===== config.mk =====
export PLATFORM = sky130hd
export DESIGN_NAME = host_loader_flat
export DESIGN_NICKNAME = d
export VERILOG_FILES = /design/src/rtl/host_loader_if.sv /design/src/rtl/host_loader.sv /design/src/flat_wrapper.sv
export SDC_FILE = /design/constraint.sdc
export NUM_CORES = 1
export LEC_CHECK = 0
export ABC_AREA = 0
export CAP_MARGIN = 15
export CORE_UTILIZATION = 35
export CTS_CLUSTER_SIZE = 14
export DETAILED_ROUTE_END_ITERATION = 10
export DONT_BUFFER_PORTS = 1
export RECOVER_POWER = 50
export SLEW_MARGIN = 25
export SYNTH_ARGS = -nofsm -noshare
export SYNTH_HDL_FRONTEND = slang
export SYNTH_SLANG_ARGS = --single-unit

===== constraint.sdc =====
create_clock -name clk -period 2.64 [get_ports clk]
set_input_delay 0.264 -clock clk [delete_from_list [all_inputs] [get_ports clk]]
set_output_delay 0.264 -clock clk [all_outputs]
set_load 0.02 [all_outputs]

===== src/rtl/host_loader_if.sv =====
// Byte-stream and core debug-port signals of the host loader.
interface host_loader_if;
   logic [7:0]  rx_data;
   logic        rx_valid;
   logic        rx_ready;
   logic [7:0]  tx_data;
   logic        tx_valid;
   logic        tx_ready;
   logic [1:0]  cpu_cmd;
   logic [31:0] cpu_addr;
   logic [31:0] cpu_wdata;
   logic [31:0] cpu_rdata;

   modport master (
      output rx_data, rx_valid, tx_ready, cpu_rdata,
      input  rx_ready, tx_data, tx_valid,
      input  cpu_cmd, cpu_addr, cpu_wdata
   );

   modport slave (
      input  rx_data, rx_valid, tx_ready, cpu_rdata,
      output rx_ready, tx_data, tx_valid,
      output cpu_cmd, cpu_addr, cpu_wdata
   );
endinterface


===== src/rtl/host_loader.sv =====
// Framed byte-command front end driving the core debug/load port.
module host_loader #(
   parameter int unsigned BYTE_TIMEOUT = 65535
) (
   input  logic         clk,
   input  logic         reset,
   host_loader_if.slave bus,
   output logic         cpu_run,
   output logic         busy,
   output logic         err
);
   typedef enum logic [2:0] {
      IDLE, ADDR, DATA, EXEC, RWAIT, TX, RESP
   } state_t;

   state_t      st, st_d;
   logic [1:0]  op;
   logic [7:0]  resp;
   logic [1:0]  cnt;
   logic        ph;
   logic [31:0] tmo;
   logic [31:0] addr_q;
   logic [31:0] wdata_q;
   logic [31:0] rdata_q;
   logic        rx_rdy, hs, nak, tmo_hit;
   logic [1:0]  cmd;
   logic        txv;
   logic [7:0]  txd;
   logic        is_mem, is_ctl, last_tmo;

   assign hs       = bus.rx_valid && rx_rdy;
   assign is_mem   = bus.rx_data[7:2] == 6'd0;
   assign is_ctl   = bus.rx_data[7:1] == 7'h08;
   assign last_tmo = tmo == BYTE_TIMEOUT - 1;

   always_comb begin
      st_d    = st;
      rx_rdy  = 1'b0;
      cmd     = 2'b00;
      txv     = 1'b0;
      txd     = 8'h00;
      nak     = 1'b0;
      tmo_hit = 1'b0;
      unique case (st)
         IDLE: begin
            rx_rdy = 1'b1;
            if (bus.rx_valid) begin
               unique case (1'b1)
                  is_mem:  st_d = ADDR;
                  is_ctl:  st_d = RESP;
                  default: begin
                     st_d = RESP;
                     nak  = 1'b1;
                  end
               endcase
            end
         end
         ADDR: begin
            rx_rdy = 1'b1;
            if (bus.rx_valid) begin
               if (cnt == 2'd3)
                  st_d = op[0] ? DATA : RWAIT;
            end else if (last_tmo) begin
               st_d    = IDLE;
               tmo_hit = 1'b1;
            end
         end
         DATA: begin
            rx_rdy = 1'b1;
            if (bus.rx_valid) begin
               if (cnt == 2'd3)
                  st_d = EXEC;
            end else if (last_tmo) begin
               st_d    = IDLE;
               tmo_hit = 1'b1;
            end
         end
         EXEC: begin
            // writes are refused while the core is running
            if (cpu_run) nak = 1'b1;
            else         cmd = op;
            st_d = RESP;
         end
         RWAIT: begin
            cmd = op;
            if (ph) st_d = TX;
         end
         TX: begin
            txv = 1'b1;
            txd = rdata_q[{cnt, 3'b000} +: 8];
            if (bus.tx_ready && cnt == 2'd3)
               st_d = IDLE;
         end
         RESP: begin
            txv = 1'b1;
            txd = resp;
            if (bus.tx_ready) st_d = IDLE;
         end
         default: st_d = IDLE;
      endcase
   end

   always_ff @(posedge clk) begin
      if (!reset) begin
         st      <= IDLE;
         op      <= 2'b00;
         resp    <= 8'h00;
         cnt     <= 2'd0;
         ph      <= 1'b0;
         tmo     <= 32'd0;
         addr_q  <= 32'd0;
         wdata_q <= 32'd0;
         rdata_q <= 32'd0;
         cpu_run <= 1'b0;
         err     <= 1'b0;
      end else begin
         st  <= st_d;
         err <= nak | tmo_hit;
         unique case (st)
            IDLE: if (hs) begin
               op   <= bus.rx_data[1:0];
               cnt  <= 2'd0;
               tmo  <= 32'd0;
               ph   <= 1'b0;
               resp <= nak ? 8'hEE : 8'hA5;
               if (is_ctl) cpu_run <= ~bus.rx_data[0];
            end
            ADDR: if (hs) begin
               addr_q[{cnt, 3'b000} +: 8] <= bus.rx_data;
               cnt <= cnt + 2'd1;
               tmo <= 32'd0;
            end else begin
               tmo <= tmo + 32'd1;
            end
            DATA: if (hs) begin
               wdata_q[{cnt, 3'b000} +: 8] <= bus.rx_data;
               cnt <= cnt + 2'd1;
               tmo <= 32'd0;
            end else begin
               tmo <= tmo + 32'd1;
            end
            EXEC: resp <= cpu_run ? 8'hEE : 8'hA5;
            RWAIT: begin
               // second cycle covers the memory read latency
               ph <= ~ph;
               if (ph) begin
                  rdata_q <= bus.cpu_rdata;
                  cnt     <= 2'd0;
               end
            end
            TX: if (bus.tx_ready) cnt <= cnt + 2'd1;
            default: ;
         endcase
      end
   end

   assign bus.rx_ready  = rx_rdy & reset;
   assign bus.tx_valid  = txv;
   assign bus.tx_data   = txd;
   assign bus.cpu_cmd   = cmd;
   assign bus.cpu_addr  = addr_q;
   assign bus.cpu_wdata = wdata_q;
   assign busy          = st != IDLE;
endmodule


===== src/flat_wrapper.sv =====
// flat-port wrapper written by rule: the top's interface ports become plain ports
module host_loader_flat 
#(
   parameter int unsigned BYTE_TIMEOUT = 65535
)
  (clk, reset, cpu_run, busy, err, bus_rx_data, bus_rx_valid, bus_tx_ready, bus_cpu_rdata, bus_rx_ready, bus_tx_data, bus_tx_valid, bus_cpu_cmd, bus_cpu_addr, bus_cpu_wdata);
  host_loader_if bus_i ();
  input  logic clk;
  input  logic reset;
  output logic cpu_run;
  output logic busy;
  output logic err;
  input wire logic [$bits(bus_i.rx_data)-1:0] bus_rx_data;
  input wire logic [$bits(bus_i.rx_valid)-1:0] bus_rx_valid;
  input wire logic [$bits(bus_i.tx_ready)-1:0] bus_tx_ready;
  input wire logic [$bits(bus_i.cpu_rdata)-1:0] bus_cpu_rdata;
  output wire logic [$bits(bus_i.rx_ready)-1:0] bus_rx_ready;
  output wire logic [$bits(bus_i.tx_data)-1:0] bus_tx_data;
  output wire logic [$bits(bus_i.tx_valid)-1:0] bus_tx_valid;
  output wire logic [$bits(bus_i.cpu_cmd)-1:0] bus_cpu_cmd;
  output wire logic [$bits(bus_i.cpu_addr)-1:0] bus_cpu_addr;
  output wire logic [$bits(bus_i.cpu_wdata)-1:0] bus_cpu_wdata;
  assign bus_i.rx_data = bus_rx_data;
  assign bus_i.rx_valid = bus_rx_valid;
  assign bus_i.tx_ready = bus_tx_ready;
  assign bus_i.cpu_rdata = bus_cpu_rdata;
  assign bus_rx_ready = bus_i.rx_ready;
  assign bus_tx_data = bus_i.tx_data;
  assign bus_tx_valid = bus_i.tx_valid;
  assign bus_cpu_cmd = bus_i.cpu_cmd;
  assign bus_cpu_addr = bus_i.cpu_addr;
  assign bus_cpu_wdata = bus_i.cpu_wdata;
  host_loader #(.BYTE_TIMEOUT(BYTE_TIMEOUT)) u_core (.clk(clk), .reset(reset), .bus(bus_i), .cpu_run(cpu_run), .busy(busy), .err(err));
endmodule

# Word-level counts from Yosys, hierarchy flattened
# Cells that the tools add are included.
# W data, S select, Z words.
[classes]
eq_ne = 18
addsub = 3
n_shift = 3
n_reduce_logical = 23
bitwise_logic = 4
mux = 40
[ops]
columns = ["operator", "n"]
rows = [
  ["$bwmux W32", 2],
  ["$mux W32", 2],
  ["$pmux W32 S2", 1],
  ["$mux W3", 11],
  ["$add A32 B1 Y32 const B", 1],
  ["$eq A32 B16 Y1 const B", 1],
  ["$pmux W8 S2", 2],
  ["$shift A8 B7 Y32 const A", 1],
  ["$shiftx A32 B6 Y8", 1],
  ["$shiftx A8 B7 Y32", 1],
  ["$pmux W3 S7", 1],
  ["$mux W7", 2],
  ["$reduce_and A2 Y1", 7],
  ["$mux W2", 5],
  ["$eq A3 B3 Y1 const B", 3],
  ["$mux W1", 9],
  ["$mux W8", 1],
  ["$ne A2 B1 Y1 const B", 4],
  ["$pmux W2 S4", 1],
  ["$eq A7 B4 Y1 const B", 1],
  ["$neg A5 Y7", 1],
  ["$eq A3 B2 Y1 const B", 2],
  ["$logic_not A6 Y1", 1],
  ["$ne A2 B2 Y1 const B", 3],
  ["other kinds (19)", 27],
]
[word_totals]
inputBits = 44
wordCells = 102
register_bits = 146

# Longest topological paths before layout
[logic_depth]
depth_word = 8
ltp_mapped = 9

# Least setup slack after synthesis
# OpenSTA, ideal clock, no wires.
[synth_timing]
kind = "register to register"
startpoint = "register u_core.cnt[1]"
endpoint = "register u_core.wdata_q[30], in the netlist u_core.bus.cpu_wdata[30]"
n_path_buf = 2
arrival_ns = 2.027
synth_period_minus_slack_ns = 2.097
stages_incl_launch_ff = 8
required_ns = 2.570
setup_slack_ns = 0.543
path_cell_list = "dfxtp_1 clkbuf_1 inv_1 ha_1 nand2b_1 clkbuf_1 or3_1 a21oi_1"
[synth_between]
elab_chain_len = 3
[synth_rtl]
columns = ["element", "line_no", "text"]
rows = [
  ["start: declaration", "host_loader.sv:19", "logic [1:0] cnt;"],
  ["start signal: assignment", "host_loader.sv:130", "cnt <= cnt + 2'd1;"],
  ["start signal: assignment", "host_loader.sv:137", "cnt <= cnt + 2'd1;"],
  ["start signal: assignment", "host_loader.sv:151", "TX: if (bus.tx_ready) cnt <= cnt + 2'd1;"],
  ["$neg A5 Y7 (*)", "host_loader.sv:136", "wdata_q[{cnt, 3'b000} +: 8] <= bus.rx_data;"],
  ["$shiftx A8 B7 Y32 or $shift A8 B7 Y32 (tied branches)", "host_loader.sv:136", ""],
  ["$bwmux W32 (*)", "host_loader.sv:136", ""],
  ["end signal: indexed assignment", "host_loader.sv:136", ""],
  ["end: declaration", "host_loader.sv:23", "logic [31:0] wdata_q;"],
]
# Mark *: on every way between the ends. The rest lies on a longest branch, timed or not.
# A chain may end at the register's enable or synchronous reset.

# Worst setup path after layout
[layout_timing]
startpoint = "register u_core.st[0]"
endpoint = "output bus_tx_data[5]"
[layout_between]
elab_chain_len = 2
[layout_rtl]
columns = ["element", "line_no", "text"]
rows = [
  ["start: declaration", "host_loader.sv:16", "state_t st, st_d;"],
  ["start signal: assignment", "host_loader.sv:117", "st <= st_d;"],
  ["$eq A3 B3 Y1", "host_loader.sv:44", "unique case (st)"],
  ["$pmux W8 S2 (*)", "host_loader.sv:44", ""],
  ["end: declaration", "flat_wrapper.sv:18", "output wire logic [$bits(bus_i.tx_data)-1:0] bus_tx_data;"],
]
# Marked as above.

==> results.sh <==
export IMPL_wl_met2_um=8340
export IMPL_crit_type="flip-flop to output pin"
export IMPL_reg2reg_to="u_core.bus.cpu_addr[1]"
export IMPL_worstHoldStart="bus_rx_data[3]"
export IMPL_synth_ff_type="dfxtp_1"
export IMPL_ctsRootBufferMaster="clkbuf_16"
export IMPL_track_usage=0.197
export IMPL_routed_via_density=5.38
export IMPL_start_util=0.358
export IMPL_grt_pass1_wl_um=28400
export IMPL_cts_htree_levels=4
export IMPL_status="finished, final reports clean"
export IMPL_finalPower_mw=6.27
export IMPL_crit_required_ns=2.38
export IMPL_top_layer_used="met4"
export IMPL_port_buffers=0
export IMPL_dpl_worst_slack_ns=0.390
export IMPL_core_area_um2=18000
export IMPL_p_int_mw=4.31
export IMPL_final_area_um2=7710
export IMPL_min_period_over_period=0.931
export IMPL_rsz0062_at_grt="false"
export IMPL_cp_slowest_cell="dfxtp_1"
export IMPL_die_x_um=138
export IMPL_final_common_cell="nand2_1"
export IMPL_yosys_warnings=0
export IMPL_layout_common_cells="nand2_1, dfxtp_1, a21oi_1"
export IMPL_cts_tree="yes"
export IMPL_antenna_cells=0
export IMPL_p_per_area_nw_per_um2=814
export IMPL_cp_end_kind="output pin"
export IMPL_irDropWorstVdd_uv=659
export IMPL_worstMarginPinSlew_ns=1.01
export IMPL_critical_path_max_stage_delay_ns=0.64
export IMPL_worst_hold_path_num_cells=2
export IMPL_syn_area_um2=6430
export IMPL_placed_cell_area_um2=6670
export IMPL_drt_iter0_markers=379
export IMPL_max_clock_freq_mhz=407
export IMPL_post_route_drc_count=0
export IMPL_setup_ws_ns=0.181
export IMPL_critPathArrivalTime_ns=2.19
export IMPL_yosysTopAreaCellShare=0.439
export IMPL_ios=123
export IMPL_globalplace_congestion=0.815
export IMPL_swShare=0.314
export IMPL_reg2regPathDepth=6
export IMPL_postCtsSetupBuffers=0
export IMPL_finalSetupTns_ns=0
export IMPL_grt_pass1_vias=5181
export IMPL_cp_start_kind="flip-flop"
export IMPL_slew_viol_final=0
export IMPL_relSlewSlack=0.327
export IMPL_yosysTopAreaCell="dfxtp_1"
export IMPL_antenna_found_initial=0
export IMPL_dieHeight_um=138
export IMPL_overflow=0
export IMPL_row_count=49
export IMPL_wl_met3_um=1280
export IMPL_wl_per_cell_um=16.8
export IMPL_syn_to_final_growth_pct=19.8
export IMPL_wirelength_um=18000
export IMPL_ant_nets=0
export IMPL_dr_total_vias=5754
export IMPL_clock_path_buffers=2
export IMPL_clock_sinks=141
export IMPL_synthDistinctLibCells=61
export IMPL_setup_violations=0
export IMPL_seq_area_frac_synth=0.439
export IMPL_syn_inst=802
export IMPL_avgSynthCellArea_um2=8.02
export IMPL_holdPathEnd="u_core.bus.cpu_addr[3]"
export IMPL_holdWs_ns=0.0112
export IMPL_rr_startpoint="u_core.cnt[0]"
export IMPL_period_needed_ns=2.46
export IMPL_p_seq_frac=0.385
export IMPL_die_area_um2=18900
export IMPL_grt_max_degree=41
export IMPL_numCtsBuffers=17
export IMPL_path_cells="nor2b_1 > buf_4 > nand2_1 > a21oi_1"
export IMPL_place_hpwl_um=11800
export IMPL_cp_max_fo=14
export IMPL_maxCapViolations=0
export IMPL_async_flop_share=0
export IMPL_p_leak_nw=2.58
export IMPL_p_switching_mw=1.97
export IMPL_syn_nets=854
export IMPL_power_frac_clock=0.409
export IMPL_p_comb_frac=0.206
export IMPL_drt_first_pass_iters=5
export IMPL_clk_latency_ns=0.43
export IMPL_ys_seq_elements=141
export IMPL_r2r_setup_slack_ns=0.34
export IMPL_layout_drive_gt1_share=0.0893
export IMPL_hold_violations=0
export IMPL_finalNetCount=879
export IMPL_drt_met1_wl_um=8130
export IMPL_clkTransAtPathRegs_ns=0.06
export IMPL_synthTopCellsByArea="dfxtp_1, nand2_1, a21oi_1"
export IMPL_synth_edf_count=0
export IMPL_hp_class="input pin to flip-flop"
export IMPL_fin_skew_ns=0.00791
layout make-up:
| class | count | area [µm²] |
|---|---|---|
| fill | 1764 | 10300 |
| multi-input combinational | 594 | 3340 |
| sequential | 141 | 2820 |
| timing repair buffer | 65 | 597 |
| clock buffer | 18 | 439 |
| tap | 229 | 287 |
| clock inverter | 14 | 191 |
| inverter | 8 | 30.0 |
registers in the layout (all words and copies together) (netlist names), 2 cells and up:
| name | count |
|---|---|
| u_core.cnt | 2 |
| u_core.op | 2 |
| u_core.bus.cpu_addr | 32 |
| u_core.tmo | 32 |
| u_core.resp | 3 |
| u_core.st | 3 |
| u_core.bus.cpu_wdata | 32 |
| u_core.rdata_q | 32 |
worst max-delay path: cells and delay by family (launching register included):
family	cells	cell delay, ns
simple gates	2	0.47
buf+inv	1	0.22
flops	1	0.64
compound gates	1	0.43
power by group through the flow:
stage / sequential, mW / combinational, mW / clock, mW
floorplan: 2.38 / 0.982 / 0
CTS: 2.41 / 1.31 / 2.60
detailed placement: 2.46 / 1.24 / 0
global route: 2.44 / 1.42 / 2.70
global placement: 2.46 / 1.24 / 0
finish: 2.42 / 1.29 / 2.57
metrics by stage:
| stage | utilization | instances |
|---|---|---|
| floorplan | - | 802 |
| global placement | 0.371 | 995 |
| detailed placement | 0.371 | 995 |
| CTS | 0.430 | 1069 |
| global route | 0.429 | 1069 |
| finish | 0.429 | 1069 |
worst max path at each step:
stage	from	end
2_1_floorplan	u_core.cnt[1]	u_core.bus.cpu_wdata[30]
3_3_place_gp	u_core.st[1]	bus_tx_data[2]
3_5_place_dp	u_core.st[1]	u_core.tmo[10]
4_1_cts	u_core.st[1]	bus_tx_data[1]
5_1_grt	u_core.st[1]	bus_tx_data[1]
6_report	u_core.st[0]	bus_tx_data[5]
synthesized netlist by cell type (10+ instances only):
library cell  count
nand4_1          25
nor2b_1          11
nor2_1           51
a21oi_1         111
nand3_1          37
xor2_1           14
nor3_1           25
or3_1            21
dfxtp_1         141
a21boi_0         15
clkbuf_1         44
buf_2            12
nand2b_1         10
o21ai_0          19
nand2_1         161
timing repair:
action,CTS,global route
resized for setup,1,0
endpoints found under the setup margin,5,0
hold buffers,42,0
hold endpoints to repair,63,0
kinds of logic (layout without fill, tap and decap cells):
kind of cell | after synthesis | after routing | share of synthesized area
AND/OR/NAND/NOR | 382 | 382 | 0.290
flip-flops | 141 | 141 | 0.439
XOR/XNOR | 19 | 19 | 0.0259
adder cells (fa/ha/maj) | 8 | 8 | 0.0156
AO/OA/AOI/OAI | 173 | 173 | 0.154
multiplexers | 12 | 12 | 0.0342
buffers and inverters | 67 | 105 | 0.0420
routing by layer:
| metal | track usage | vias up |
|---|---|---|
| met5 | 0 | - |
| met4 | 0.0672 | 0 |
| met3 | 0.0600 | 20 |
| met2 | 0.305 | 157 |
| met1 | 0.259 | 2726 |
| li1 | - | 2851 |
Power figures use the tool's default switching activity.
